===== config.mk =====
export PLATFORM = sky130hd
export DESIGN_NAME = seg7_capture
export DESIGN_NICKNAME = d
export VERILOG_FILES = /design/src/rtl/seg7_pkg.sv /design/src/rtl/seg7_pattern_decode.sv /design/src/rtl/seg7_capture.sv
export SDC_FILE = /design/constraint.sdc
export NUM_CORES = 1
export LEC_CHECK = 0
export ABC_AREA = 1
export BUFFER_PORTS_ARGS = -buffer_cell sky130_fd_sc_hd__buf_2
export CORE_MARGIN = 2
export CORE_UTILIZATION = 50
export DETAILED_ROUTE_END_ITERATION = 7
export GPL_ROUTABILITY_DRIVEN = 1
export PLACE_DENSITY = 0.68
export SYNTH_ARGS = -nofsm -noshare
export SYNTH_HDL_FRONTEND = slang
export SYNTH_SLANG_ARGS = --single-unit
export TNS_END_PERCENT = 10

===== constraint.sdc =====
create_clock -name clk -period 3.76 [get_ports clk]
set_clock_uncertainty 0.15 [all_clocks]
set_input_delay 0 -clock clk [delete_from_list [all_inputs] [get_ports clk]]
set_output_delay 0 -clock clk [all_outputs]
set_load 0.1 [all_outputs]

===== src/rtl/seg7_pkg.sv =====
// Shared definitions for the 7-segment capture block: segment pattern codes,
// the sampled segment type and the stability FSM state encoding.
package seg7_pkg;

  // Active-high segment vector: [7]=dp, [6:0]=g..a
  typedef logic [7:0] seg_t;

  localparam seg_t SEG_0     = 8'h3F;
  localparam seg_t SEG_1     = 8'h06;
  localparam seg_t SEG_2     = 8'h5B;
  localparam seg_t SEG_3     = 8'h4F;
  localparam seg_t SEG_4     = 8'h66;
  localparam seg_t SEG_5     = 8'h6D;
  localparam seg_t SEG_6     = 8'h7D;
  localparam seg_t SEG_7     = 8'h07;
  localparam seg_t SEG_8     = 8'h7F;
  localparam seg_t SEG_9     = 8'h6F;
  localparam seg_t SEG_A     = 8'h77;
  localparam seg_t SEG_B     = 8'h7C;
  localparam seg_t SEG_C     = 8'h39;
  localparam seg_t SEG_D     = 8'h5E;
  localparam seg_t SEG_E     = 8'h79;
  localparam seg_t SEG_F     = 8'h71;
  localparam seg_t SEG_BLANK = 8'h00;

  typedef enum logic {
    StCount,
    StHeld
  } state_e;

endpackage


===== src/rtl/seg7_pattern_decode.sv =====
// Combinational decode of a 7-segment pattern (active-high, dp excluded) back
// to a hex nibble. Blank and unrecognised patterns both yield nibble 0.
module seg7_pattern_decode
  import seg7_pkg::*;
(
  input  logic [6:0] pattern,
  output logic [3:0] nibble,
  output logic       blank,
  output logic       invalid
);

  // Pattern lookup; anything not in the table is flagged invalid
  always_comb begin
    nibble  = 4'h0;
    blank   = 1'b0;
    invalid = 1'b0;
    case ({1'b0, pattern})
      SEG_0:     nibble = 4'h0;
      SEG_1:     nibble = 4'h1;
      SEG_2:     nibble = 4'h2;
      SEG_3:     nibble = 4'h3;
      SEG_4:     nibble = 4'h4;
      SEG_5:     nibble = 4'h5;
      SEG_6:     nibble = 4'h6;
      SEG_7:     nibble = 4'h7;
      SEG_8:     nibble = 4'h8;
      SEG_9:     nibble = 4'h9;
      SEG_A:     nibble = 4'hA;
      SEG_B:     nibble = 4'hB;
      SEG_C:     nibble = 4'hC;
      SEG_D:     nibble = 4'hD;
      SEG_E:     nibble = 4'hE;
      SEG_F:     nibble = 4'hF;
      SEG_BLANK: blank  = 1'b1;
      default:   invalid = 1'b1;
    endcase
  end

endmodule


===== src/rtl/seg7_capture.sv =====
// Receive side of the multiplexed 7-segment bus. Synchronises segment and
// strobe lines, accepts a digit once it has been stable long enough, and
// assembles digits into a frame. Optional decimal-point capture is built when
// SEG7_DP_CAPTURE_EN is defined.
module seg7_capture
  import seg7_pkg::*;
#(
  parameter int unsigned NUM_DIGITS     = 4,
  parameter int unsigned STABLE_CYCLES  = 16,
  parameter int unsigned TIMEOUT_CYCLES = 65536
) (
  input  logic                      clk,
  input  logic                      rst_n,
  input  logic [7:0]                seg_n,
  input  logic [NUM_DIGITS-1:0]     dig_n,
  output logic [4*NUM_DIGITS-1:0]   value,
  output logic [NUM_DIGITS-1:0]     blank_mask,
  output logic                      frame_valid,
  output logic                      frame_err,
  output logic                      timeout
`ifdef SEG7_DP_CAPTURE_EN
  ,
  output logic [NUM_DIGITS-1:0]     dp
`endif
);

  localparam int unsigned CntW = $clog2(STABLE_CYCLES);
  localparam int unsigned TmoW = $clog2(TIMEOUT_CYCLES);
  localparam logic [CntW-1:0] CntLast = CntW'(STABLE_CYCLES - 1);
  localparam logic [CntW-1:0] CntArm  = CntW'(STABLE_CYCLES - 2);
  localparam logic [TmoW-1:0] TmoLast = TmoW'(TIMEOUT_CYCLES - 1);

  // Synchroniser stages hold inverted (active-high) values, so reset = idle bus
  seg_t                  seg_s1_q, seg_s2_q;
  logic [NUM_DIGITS-1:0] dig_s1_q, dig_s2_q;
  logic [NUM_DIGITS+7:0] prev_q;

  state_e                state_q, state_d;
  logic [CntW-1:0]       count_q, count_d;
  logic                  changed, one_hot, capture;

  logic [3:0]            dec_nibble;
  logic                  dec_blank, dec_invalid;

  logic [4*NUM_DIGITS-1:0] nib_q, nib_d, value_q, value_d;
  logic [NUM_DIGITS-1:0]   blank_q, blank_d, inv_q, inv_d, mask_q, mask_d;
  logic [NUM_DIGITS-1:0]   blank_mask_q, blank_mask_d;
  logic                    frame_valid_q, frame_valid_d, frame_err_q, frame_err_d;
  logic                    timeout_q, timeout_d;
  logic [TmoW-1:0]         tcnt_q, tcnt_d;
`ifdef SEG7_DP_CAPTURE_EN
  logic [NUM_DIGITS-1:0]   dp_sh_q, dp_sh_d, dp_q, dp_d;
`endif

  // Two-flop synchroniser plus one-cycle-old copy for change detection
  always_ff @(posedge clk or negedge rst_n) begin
    if (!rst_n) begin
      seg_s1_q <= '0;
      seg_s2_q <= '0;
      dig_s1_q <= '0;
      dig_s2_q <= '0;
      prev_q   <= '0;
    end else begin
      seg_s1_q <= ~seg_n;
      seg_s2_q <= seg_s1_q;
      dig_s1_q <= ~dig_n;
      dig_s2_q <= dig_s1_q;
      prev_q   <= {seg_s2_q, dig_s2_q};
    end
  end

  assign changed = ({seg_s2_q, dig_s2_q} != prev_q);
  assign one_hot = (dig_s2_q != '0) &&
                   ((dig_s2_q & (dig_s2_q - NUM_DIGITS'(1))) == '0);

  // FSM state and stability counter registers
  always_ff @(posedge clk or negedge rst_n) begin
    if (!rst_n) begin
      state_q <= StCount;
      count_q <= '0;
    end else begin
      state_q <= state_d;
      count_q <= count_d;
    end
  end

  // Next state: count stable one-hot samples, hold off after a capture
  always_comb begin
    state_d = state_q;
    count_d = count_q;
    unique case (state_q)
      StCount: begin
        if (changed || !one_hot) begin
          count_d = '0;
        end else if (count_q != CntLast) begin
          count_d = count_q + CntW'(1);
        end
        if (capture) state_d = StHeld;
      end
      StHeld: begin
        if (changed) begin
          state_d = StCount;
          count_d = '0;
        end
      end
    endcase
  end

  // FSM output: capture on the sample that brings the count to its last value
  always_comb begin
    capture = (state_q == StCount) && !changed && one_hot && (count_q == CntArm);
  end

  seg7_pattern_decode u_decode (
    .pattern (seg_s2_q[6:0]),
    .nibble  (dec_nibble),
    .blank   (dec_blank),
    .invalid (dec_invalid)
  );

  // Shadow/mask update, frame completion and partial-frame timeout
  always_comb begin
    mask_d        = mask_q;
    nib_d         = nib_q;
    blank_d       = blank_q;
    inv_d         = inv_q;
    tcnt_d        = tcnt_q;
    value_d       = value_q;
    blank_mask_d  = blank_mask_q;
    frame_err_d   = frame_err_q;
    frame_valid_d = 1'b0;
    timeout_d     = 1'b0;
`ifdef SEG7_DP_CAPTURE_EN
    dp_sh_d       = dp_sh_q;
    dp_d          = dp_q;
`endif
    if (capture) begin
      tcnt_d = '0;
      for (int i = 0; i < NUM_DIGITS; i++) begin
        if (dig_s2_q[i]) begin
          nib_d[4*i +: 4] = dec_nibble;
          blank_d[i]      = dec_blank;
          inv_d[i]        = dec_invalid;
          mask_d[i]       = 1'b1;
`ifdef SEG7_DP_CAPTURE_EN
          dp_sh_d[i]      = seg_s2_q[7];
`endif
        end
      end
      if (&mask_d) begin
        frame_valid_d = 1'b1;
        value_d       = nib_d;
        blank_mask_d  = blank_d;
        frame_err_d   = |inv_d;
        mask_d        = '0;
        inv_d         = '0;
`ifdef SEG7_DP_CAPTURE_EN
        dp_d          = dp_sh_d;
`endif
      end
    end else if (mask_q != '0) begin
      // Capture has priority, so the timeout only fires on an idle cycle
      if (tcnt_q == TmoLast) begin
        timeout_d = 1'b1;
        tcnt_d    = '0;
        mask_d    = '0;
        nib_d     = '0;
        blank_d   = '0;
        inv_d     = '0;
`ifdef SEG7_DP_CAPTURE_EN
        dp_sh_d   = '0;
`endif
      end else begin
        tcnt_d = tcnt_q + TmoW'(1);
      end
    end else begin
      tcnt_d = '0;
    end
  end

  // Shadow, mask, timeout counter and output registers
  always_ff @(posedge clk or negedge rst_n) begin
    if (!rst_n) begin
      mask_q        <= '0;
      nib_q         <= '0;
      blank_q       <= '0;
      inv_q         <= '0;
      tcnt_q        <= '0;
      value_q       <= '0;
      blank_mask_q  <= '0;
      frame_err_q   <= 1'b0;
      frame_valid_q <= 1'b0;
      timeout_q     <= 1'b0;
    end else begin
      mask_q        <= mask_d;
      nib_q         <= nib_d;
      blank_q       <= blank_d;
      inv_q         <= inv_d;
      tcnt_q        <= tcnt_d;
      value_q       <= value_d;
      blank_mask_q  <= blank_mask_d;
      frame_err_q   <= frame_err_d;
      frame_valid_q <= frame_valid_d;
      timeout_q     <= timeout_d;
    end
  end

`ifdef SEG7_DP_CAPTURE_EN
  // Decimal-point shadow and frame registers
  always_ff @(posedge clk or negedge rst_n) begin
    if (!rst_n) begin
      dp_sh_q <= '0;
      dp_q    <= '0;
    end else begin
      dp_sh_q <= dp_sh_d;
      dp_q    <= dp_d;
    end
  end

  assign dp = dp_q;
`endif

  assign value       = value_q;
  assign blank_mask  = blank_mask_q;
  assign frame_valid = frame_valid_q;
  assign frame_err   = frame_err_q;
  assign timeout     = timeout_q;

endmodule


* Word level (Yosys, flattened, before mapping)
Index checks and enable logic that the tools add are counted.
** Word-level totals
- Register bits after elaboration :: 108
- Memory bits (read-only) :: 0
- Memory bits (writable) :: 0
- Memories :: 0
- Bits of input ports :: 14
- Bits in latches :: 0
- Output and inout port bits :: 23
** Operators by class
- Multiplexer cells :: 52
- Shift operators :: 0
- Multipliers :: 0
- Add/sub/neg operators :: 3
- Divide/modulo/power cells :: 0
- Order comparisons :: 0
- Eq/ne operators :: 22
- Bitwise operators :: 4
- Reductions and logical operators :: 19
** Operators by type and width (number)
- 16-bit two-way mux :: 6
- 7-bit equality test, second input constant :: 12
- 4-bit case mux with 15 select lines :: 1
- 4-bit two-way mux :: 14
- 1-bit two-way mux :: 29
- 17-bit OR reduction :: 1
- 16-bit by 1-bit adder with 16-bit output, second input constant :: 1
- 16-bit equality test, second input constant :: 1
- 7-bit by 3-bit equality test with 1-bit output, second input constant :: 2
- 7-bit by 6-bit equality test with 1-bit output, second input constant :: 2
- 12-bit != test :: 1
- 8-bit NOT :: 1
- 4-bit case mux with 2 select lines :: 1
- 4-bit nonzero test :: 2
- 7-bit logical NOT :: 1
- 5-bit AND reduction :: 1
- 4-bit by 1-bit adder with 4-bit output, second input constant :: 1
- 4-bit bitwise AND :: 1
- 4-bit equality test, second input constant :: 1
- 1-bit logical AND :: 4
- 4-bit logical NOT :: 1
- 4-bit != test, second input constant :: 1
- 4-bit NOT :: 1
- 2-bit AND reduction :: 2
- other kinds (10) :: 12

* Depth between registers and ports, before layout
Gate-level depths: netlist of run 1.
- Depth in word-level cells :: 10
- Depth in mapped cells :: 15
- Gate-level depth less buffers :: 14

* Cells and area by module
From an unflattened synthesis of run 1, not the netlist that was laid out.
** Unflattened totals
- Cell total of the unflattened synthesis :: 654
- Area, all modules :: 5138.7 um^2
** Modules (own cells, without submodules)
- seg7_capture :: instances 1, sequential area each 2702.6 um^2, cells an instance 579, area each 4823.4 um^2
- seg7_pattern_decode :: instances 1, sequential area each 0.0 um^2, cells an instance 75, area each 315.3 um^2

* Least setup slack after synthesis of run 1
OpenSTA, ideal clock, no wires.
- Path kind :: flip-flop to flip-flop
- From :: register seg_s2_q[5]
- To :: register blank_mask_q[1], in the netlist blank_mask[1]
- Data arrival time :: 1744 ps
- Buffers on the path :: 2
- Stages on the path, launching flop included :: 13
- Slack :: 1739 ps
- Library setup time :: 127 ps
- Cell sequence :: dfrtp_1 > buf_2 > xnor2_2 > nand2_1 > nor2_2 > inv_2 > nor2_4 > nand2_4 > nor3_4 > nand2_4 > buf_6 > nand2_1 > o21ai_2
** Between the ends
- Longest elaborated chain between the ends :: 6
- Elaborated cells between the ends (all ways) :: 9
- Classes of those cells :: 1 x eq/ne; 2 x mux; 6 x reduce/logical
** RTL lines
- from (decl) :: RTL line seg7_capture.sv:34 : seg_t seg_s1_q, seg_s2_q;
- from (signal assigned) :: RTL line seg7_capture.sv:65 : seg_s2_q <= seg_s1_q;
- 12-bit != test :: RTL line seg7_capture.sv:72 : assign changed = ({seg_s2_q, dig_s2_q} != prev_q);
- 1-bit logical NOT :: RTL line seg7_capture.sv:111 : capture = (state_q == StCount) && !changed && one_hot && (count_q == CntArm);
- 1-bit logical AND (3 in a row) :: RTL line seg7_capture.sv:111
- 5-bit AND reduction (no line)
- to (signal assigned) :: RTL line seg7_capture.sv:201 : blank_mask_q <= blank_mask_d;
- to (decl) :: RTL line seg7_capture.sv:47 : logic [NUM_DIGITS-1:0] blank_mask_q, blank_mask_d;
Parallel ways exist; a longest one is shown, timed or not.
A chain may end at the register's enable or synchronous reset.

* Worst setup path in the final report of run 1
- From :: register dig_s2_q[0]
- To :: register value_q[1], in the netlist value[1]
** Between the ends
- Longest elaborated chain between the ends :: 7
- Elaborated cells between the ends (all ways) :: 14
- Classes of those cells :: 1 x add/sub; 1 x eq/ne; 3 x mux; 1 x bitwise; 8 x reduce/logical
** RTL lines
- from (decl) :: RTL line seg7_capture.sv:35 : logic [NUM_DIGITS-1:0] dig_s1_q, dig_s2_q;
- from (signal assigned) :: RTL line seg7_capture.sv:67 : dig_s2_q <= dig_s1_q;
- 4-bit by 1-bit subtractor with 4-bit output :: RTL line seg7_capture.sv:74 : ((dig_s2_q & (dig_s2_q - NUM_DIGITS'(1))) == '0);
- 4-bit bitwise AND :: RTL line seg7_capture.sv:74
- 4-bit logical NOT :: RTL line seg7_capture.sv:74
- 1-bit logical AND :: RTL line seg7_capture.sv:73 : assign one_hot = (dig_s2_q != '0) &&
- 1-bit logical AND (2 in a row) :: RTL line seg7_capture.sv:111
- 5-bit AND reduction (no line)
- to (signal assigned) :: RTL line seg7_capture.sv:200 : value_q <= value_d;
- to (decl) :: RTL line seg7_capture.sv:45 : logic [4*NUM_DIGITS-1:0] nib_q, nib_d, value_q, value_d;
Parallel ways exist; a longest one is shown, timed or not. The select of a mux whose other input is x is not followed.

==> results.py, run 1 <==
metrics = {
    "routing": {
        "drc": 0,
        "highest_layer": "met4",
        "met3_wirelength_um": 402,
        "routed_wl_um": 9910,
        "drt_iter0_drc": 274,
        "via_per_inst": 5.06,
        "wl_per_cell_um": 13.4,
        "drtAntennaViolNets": 0,
        "num_vias": 3754,
        "route.met2.wl_um": 4860,
        "first_pass_iters": 5,
        "met1_length_um": 4490,
    },
    "floorplanning": {
        "fp.dieH_um": 104,
        "core_area_mm2": 0.00968,
        "io_pins": 37,
        "die_w_um": 104,
        "start_util_pct": 51.3,
        "rows": 36,
        "dieArea_mm2": 0.0107,
    },
    "worst_setup_path": {
        "crit_chain": "inv_2, nand2_1, nand4_1, nor2_1, nand2_1, nor2_4, nand2_4, nor3_4, nand2_4, nand2_1, o21ai_2",
        "cp_slowest_cell": "dfrtp_1",
        "cp-start-kind": "register",
        "r2r_slack_ns": 1.12,
        "crit_fanout": 41,
        "path_common_cell": "nand2_1",
        "cp.buffers_inverters": 1,
        "max_stage_delay_ns": 0.61,
        "worstSetupPathType": "reg2reg",
        "r2r_start": "dig_s2_q[0]",
        "startpoint": "dig_s2_q[0]",
        "cp.arrival_ns": 2.76,
        "crit_required_ns": 3.88,
        "cp-end-kind": "register",
        "crit_family": "simple AND/OR/NAND/NOR gates",
    },
    "sta": {
        "hold_violations": 0,
        "setup_violations": 0,
        "setup_ws_ns": 1.12,
        "fin_crit_sh_pct": 70.2,
        "fin_tns_setup_ns": 0,
        "slew_violations": 0,
        "slew_headroom_pct": 54.0,
        "worst_pin_slew_ns": 0.686,
        "rsz0062_at_grt": "no",
        "max_freq_ghz": 0.379,
        "period_needed_ns": 2.64,
    },
    "pwr": {
        "power.density_mw_per_mm2": 358,
        "power.total_w": 0.00199,
        "p_leak_nw": 2.81,
        "ir_drop_uv": 343,
    },
    "clock_tree": {
        "clk-insertion-delay-late_ns": 0.39,
        "cts_buffers": 9,
        "cts_resized": 0,
        "cts_tree": "yes",
        "clk_pin_slew_worst_paths_ns": 0.11,
        "clockBufferDepth": 2,
        "root_buffer": "clkbuf_8",
        "cts.htree.levels": 3,
        "clock-sinks": 108,
    },
    "logic_synthesis": {
        "yosys.area.top_type": "dfrtp_1",
        "syn_avg_cell_area_um2": 8.98,
        "syn-num-nets": 570,
        "synth_area_mm2": 0.00496,
        "synth_cell_types": 34,
        "synth.yosys.seq_area_share_pct": 54.4,
        "synth-seq-cells": 108,
        "synth_top_area_share_pct": 54.4,
        "synth.area.top_cells": "dfrtp_1 (54%), nand2_1 (11%), inv_1 (4.5%)",
        "yosysWarnings": 0,
        "postSynthCellCount": 553,
    },
    "grt": {
        "grt_overflow": 0,
        "grt_pass1_vias": 3714,
        "grt_max_degree": 43,
        "grtUsageTotal_pct": 20.7,
        "grt_first_pass_wirelength_um": 17800,
        "antenna_found_initial": 0,
    },
    "placed_design": {
        "gp_congestion": 0.840,
        "dp_slack_ns": 1.13,
        "dp_hpwl_um": 6860,
        "io_buffers": 36,
    },
    "min_path": {
        "hp-class": "in2async",
    },
    "finish": {
        "n_antenna_cell": 0,
        "nets": 621,
        "area_growth_pct": 12.1,
        "layout-drive-gt1-share_pct": 15.4,
    },
    "outcome": {
        "status": "finished, final reports clean",
    },
    "job": {
        "cap_violations": 0,
    },
}
==> worst paths after layout <==
path	endpoint	cells after the start
hold / removal	nib_q[2]	3
setup / recovery	value[1]	11
max in group asynchronous	tcnt_q[2]	3
setup reg to reg	value[1]	11
min in group clk	seg_s1_q[2]	3
hold reg to reg	dig_s2_q[2]	0
==> timing repair <==
| item | CTS | global route |
|---|---|---|
| hold buffers | 14 | 0 |
| hold endpoints to repair | 120 | 0 |
| buffers inserted | 0 | 0 |
==> cell families (layout without fill, tap and decap cells) <==
logic type | count (synthesis) | count (layout) | synth area share, %
AND/OR/NAND/NOR | 264 | 264 | 23.5
flip-flops | 108 | 108 | 54.4
buffers and inverters | 80 | 136 | 7.41
AO/OA/AOI/OAI | 72 | 72 | 8.85
XOR/XNOR | 18 | 18 | 3.48
multiplexers | 8 | 8 | 1.61
adder cells (fa/ha/maj) | 3 | 3 | 0.756
==> metal layers <==
layer	vias to the layer above	GRT usage (%)
li1	1888	-
met1	1792	27.3
met2	62	33.4
met3	12	5.92
met4	0	6.66
met5	-	0
==> cells in the mapped netlist (all sizes together) <==
cell / instances
and3: 1
clkbuf: 1
buf: 15
dfrtp: 108
xnor2: 12
nor2: 46
a211oi: 1
nor3: 14
nand4: 18
or2: 1
xor2: 6
mux2i: 8
o21ai: 67
nand3: 30
inv: 64
a21oi: 3
nand2: 146
o22ai: 1
ha: 3
nor3b: 1
nor4: 7
==> state kept, by name (all words and copies together), names as in the netlist <==
signal / cells
tcnt_q: 16
dig_s2_q: 4
count_q: 4
seg_s1_q: 8
value: 16
nib_q: 16
blank_q: 4
state_q: 1
timeout: 1
dig_s1_q: 4
blank_mask: 4
frame_valid: 1
inv_q: 4
mask_q: 4
frame_err: 1
prev_q: 12
seg_s2_q: 8
==> report_power, final <==
group | total [W] | internal (W) | leakage, nW | switching, W
logic | 0.000125 | 0.0000458 | 1.29 | 0.0000794
clock network | 0.000667 | 0.000265 | 0.0946 | 0.000402
registers | 0.00120 | 0.00118 | 1.43 | 0.0000200
==> stage by stage <==
step	cells	utilization, %	hold slack (ns)	instance area, um^2
after floorplan	553	-	-0.446	4960
after global placement	712	54.0	-0.189	5230
after detailed placement	712	54.0	-0.190	5230
after CTS	742	57.5	0.00953	5570
after global routing	742	57.5	0.0130	5570
final	742	57.5	0.0172	5570
==> worst reg2reg max path, stage by stage (launching register included) <==
cell     delay [ns]
dfrtp_1        0.61
inv_2          0.12
nand2_1        0.08
nand4_1        0.10
nor2_1         0.14
nand2_1        0.10
nor2_4         0.16
nand2_4        0.07
nor3_4         0.33
nand2_4        0.37
nand2_1        0.23
o21ai_2        0.07
==> layout make-up <==
type                    instances  area (um^2)
well taps                     133          166
multi-input cells             365         1890
flip-flops and latches        108         2700
inverters                      64          240
clock buffers                  10          138
clock inverters                 6         46.3
repair buffers                 56          378
fillers                       911         4120
==> layout by cell type, fill, tap and decap left out, types with 2 or more instances in the layout <==
| cell | synthesis | routed |
|---|---|---|
| a21oi_1 | 2 | 2 |
| buf_2 | 6 | 35 |
| buf_4 | 2 | 7 |
| clkbuf_8 | 0 | 10 |
| clkinv_2 | 0 | 2 |
| dfrtp_1 | 108 | 108 |
| dlygate4sd3_1 | 0 | 13 |
| ha_1 | 3 | 3 |
| inv_1 | 59 | 59 |
| inv_2 | 5 | 5 |
| mux2i_1 | 8 | 8 |
| nand2_1 | 144 | 144 |
| nand2_4 | 2 | 2 |
| nand3_1 | 30 | 30 |
| nand4_1 | 18 | 18 |
| nor2_1 | 44 | 44 |
| nor3_1 | 12 | 12 |
| nor4_1 | 6 | 6 |
| o21ai_0 | 27 | 27 |
| o21ai_1 | 21 | 21 |
| o21ai_2 | 19 | 19 |
| xnor2_1 | 10 | 10 |
| xnor2_2 | 2 | 2 |
| xor2_1 | 6 | 6 |
(Power assumes the default switching activity.)
==> run 2: changes to the inputs <==
- ABC_AREA: 1 -> 0
- clock period: 3.76 -> 2.47 ns (I/O delays scaled with it)
==> results.py, run 2 <==
metrics = {
    "logic_synthesis": {
        "synth-edff-count": 0,
        "synth.area.top_cells": "dfrtp_1 (56%), xor2_1 (4.0%), a22o_1 (3.6%)",
        "netlist_top_cells_count": "dfrtp_1 (108), nor2_1 (35), nand2_1 (34)",
        "synth_fa_ha_area_share_pct": 0.780,
        "synth_area_mm2": 0.00481,
        "ys.flop_type": "dfrtp_1",
        "synth-seq-cells": 108,
        "synth_mux_area_share_pct": 2.94,
        "yosys.area.top_type": "dfrtp_1",
        "synth_cell_types": 62,
        "synth.yosys.seq_area_share_pct": 56.2,
        "synth_top_area_share_pct": 56.2,
        "synth-compound-area-share_pct": 13.9,
        "synth_top_family_by_area": "simple AND/OR/NAND/NOR gates",
        "yosysWarnings": 0,
        "syn_avg_cell_area_um2": 11.3,
        "syn-num-nets": 442,
        "synth-xor-area-share_pct": 4.92,
        "synth-simple-area-share_pct": 17.2,
        "postSynthCellCount": 425,
        "postSynth.asyncResetShare_pct": 100,
        "synth_most_common_cell": "dfrtp_1",
    },
    "pwr": {
        "p_leak_nw": 2.65,
        "ir_drop_uv": 319,
        "power.density_mw_per_mm2": 547,
        "power.total_w": 0.00301,
    },
    "worst_setup_path": {
        "cp_slowest_cell": "dfrtp_1",
        "crit_end": "nib_q[11]",
        "max_stage_delay_ns": 0.55,
        "crit_family": "simple AND/OR/NAND/NOR gates",
        "cp.arrival_ns": 2.44,
        "reg2reg_to": "nib_q[11]",
        "cp-start-kind": "register",
        "worst-path-stages": 6,
        "crit_fanout": 15,
        "crit_required_ns": 2.62,
        "cp.buffers_inverters": 0,
        "cp-end-kind": "register",
        "worstSetupPathType": "reg2reg",
        "crit_chain": "xor2_1, nor4_2, and3_4, nand2_4, o21ai_2, a22o_1",
        "reg2reg_depth": 6,
        "r2r_slack_ns": 0.18,
        "r2r_start": "seg_s2_q[3]",
        "startpoint": "seg_s2_q[3]",
    },
    "job": {
        "cap_violations": 0,
    },
    "floorplanning": {
        "rows": 35,
        "core_area_mm2": 0.00928,
        "die_w_um": 102,
        "io_pins": 37,
        "start_util_pct": 51.8,
        "fp.dieH_um": 102,
        "dieArea_mm2": 0.0104,
    },
    "grt": {
        "grt_first_pass_wirelength_um": 15600,
        "grtUsageTotal_pct": 19.2,
        "antenna_found_initial": 0,
        "grt_overflow": 0,
        "grt_max_degree": 69,
        "grt_pass1_vias": 3204,
    },
    "finish": {
        "nFillCells": 788,
        "layout-drive-gt1-share_pct": 18.9,
        "final_cell_mix": "dfrtp_1 (107), nor2_1 (35), buf_2 (35), nand2_1 (34)",
        "layout_commonest_cell": "dfrtp_1",
        "area_growth_pct": 14.5,
        "n_antenna_cell": 0,
        "nets": 500,
    },
    "routing": {
        "drt_iter0_drc": 137,
        "drtAntennaViolNets": 0,
        "num_vias": 3337,
        "wl_per_cell_um": 15.0,
        "first_pass_iters": 4,
        "drc": 0,
        "routed_wl_um": 9230,
        "via_per_inst": 5.42,
    },
    "sta": {
        "fin_crit_sh_pct": 92.5,
        "timing.hold.ws_ns": 0.128,
        "max_freq_ghz": 0.438,
        "slew_violations": 0,
        "setup_violations": 0,
        "rsz0062_at_grt": "no",
        "hold_violations": 0,
        "period_needed_ns": 2.29,
        "fin_tns_setup_ns": 0,
        "setup_ws_ns": 0.185,
        "worst_pin_slew_ns": 0.850,
        "slew_headroom_pct": 43.3,
    },
    "outcome": {
        "status": "finished, final reports clean",
    },
    "placed_design": {
        "dp_slack_ns": 0.162,
        "io_buffers": 36,
        "gp_congestion": 0.816,
        "dp_hpwl_um": 6310,
    },
    "clock_tree": {
        "cts_setup_buffers": 0,
        "clk_pin_slew_worst_paths_ns": 0.11,
        "cts_tree": "yes",
        "clk-insertion-delay-late_ns": 0.36,
        "root_buffer": "clkbuf_8",
        "cts_buffers": 9,
        "clock-sinks": 108,
        "cts.htree.levels": 3,
        "clockBufferDepth": 2,
    },
    "min_path": {
        "hp-class": "in2async",
    },
}
-- run 2: repair_timing --
action / CTS / global route
endpoints found under the hold margin: 79 / 0
resized for setup: 0 / 1
hold buffers: 13 / 0
endpoints found under the setup margin: 0 / 2
-- run 2: layout make-up --
type | instances | area, um^2 | share of cell area [%]
Multi-Input combinational cell | 278 | 1910 | 34.7
Inverter | 18 | 67.6 | 1.23
Clock buffer | 9 | 124 | 2.25
Clock inverter | 6 | 57.6 | 1.05
Tap cell | 129 | 161 | 2.93
Sequential cell | 108 | 2700 | 49.1
Timing Repair Buffer | 68 | 480 | 8.73
-- run 2: routing by layer --
| layer | GRT usage [%] | wire (um) | share of wire [%] | up-vias |
|---|---|---|---|---|
| met5 | 0 | 0 | 0 | - |
| met4 | 6.15 | 150 | 1.6 | 0 |
| met3 | 3.08 | 333 | 3.6 | 11 |
| li1 | - | - | - | 1638 |
| met2 | 31.2 | 4460 | 48 | 87 |
| met1 | 26.5 | 4290 | 46 | 1601 |
-- run 2: worst min path at each step --
stage | from | end | slack (ns) | depth (start not counted)
floorplan | rst_n | blank_mask[0] | -0.45 | 0
global placement | dig_n[0] | dig_s1_q[0] | -0.008 | 2
detailed placement | seg_n[5] | seg_s1_q[5] | -0.005 | 2
CTS | dig_n[1] | dig_s1_q[1] | 0.13 | 3
global route | dig_n[1] | dig_s1_q[1] | 0.14 | 3
finish | rst_n | value[5] | 0.13 | 2
-- run 2: where the power goes --
group          leakage (nW)  switching, W  internal [W]
Combinational          1.13      0.000110     0.0000753
Sequential             1.42     0.0000309       0.00180
Clock                0.0933      0.000614      0.000383
-- run 2: cell families (layout without fill, tap and decap cells) --
kind of cell,Yosys count,in the layout
simple gates,142,142
flops,108,108
compound gates,92,92
buf+inv,39,101
xor+xnor,27,27
mux,14,14
fa+ha+maj,3,3
-- run 2: stage by stage --
| stage | std cells | cell area, um^2 | util (%) |
|---|---|---|---|
| 6_report | 616 | 5510 | 59.3 |
| 3_3_place_gp | 588 | 5190 | 55.9 |
| 2_1_floorplan | 425 | 4810 | - |
| 4_1_cts | 616 | 5510 | 59.3 |
| 5_1_grt | 616 | 5510 | 59.3 |
| 3_5_place_dp | 588 | 5190 | 55.9 |
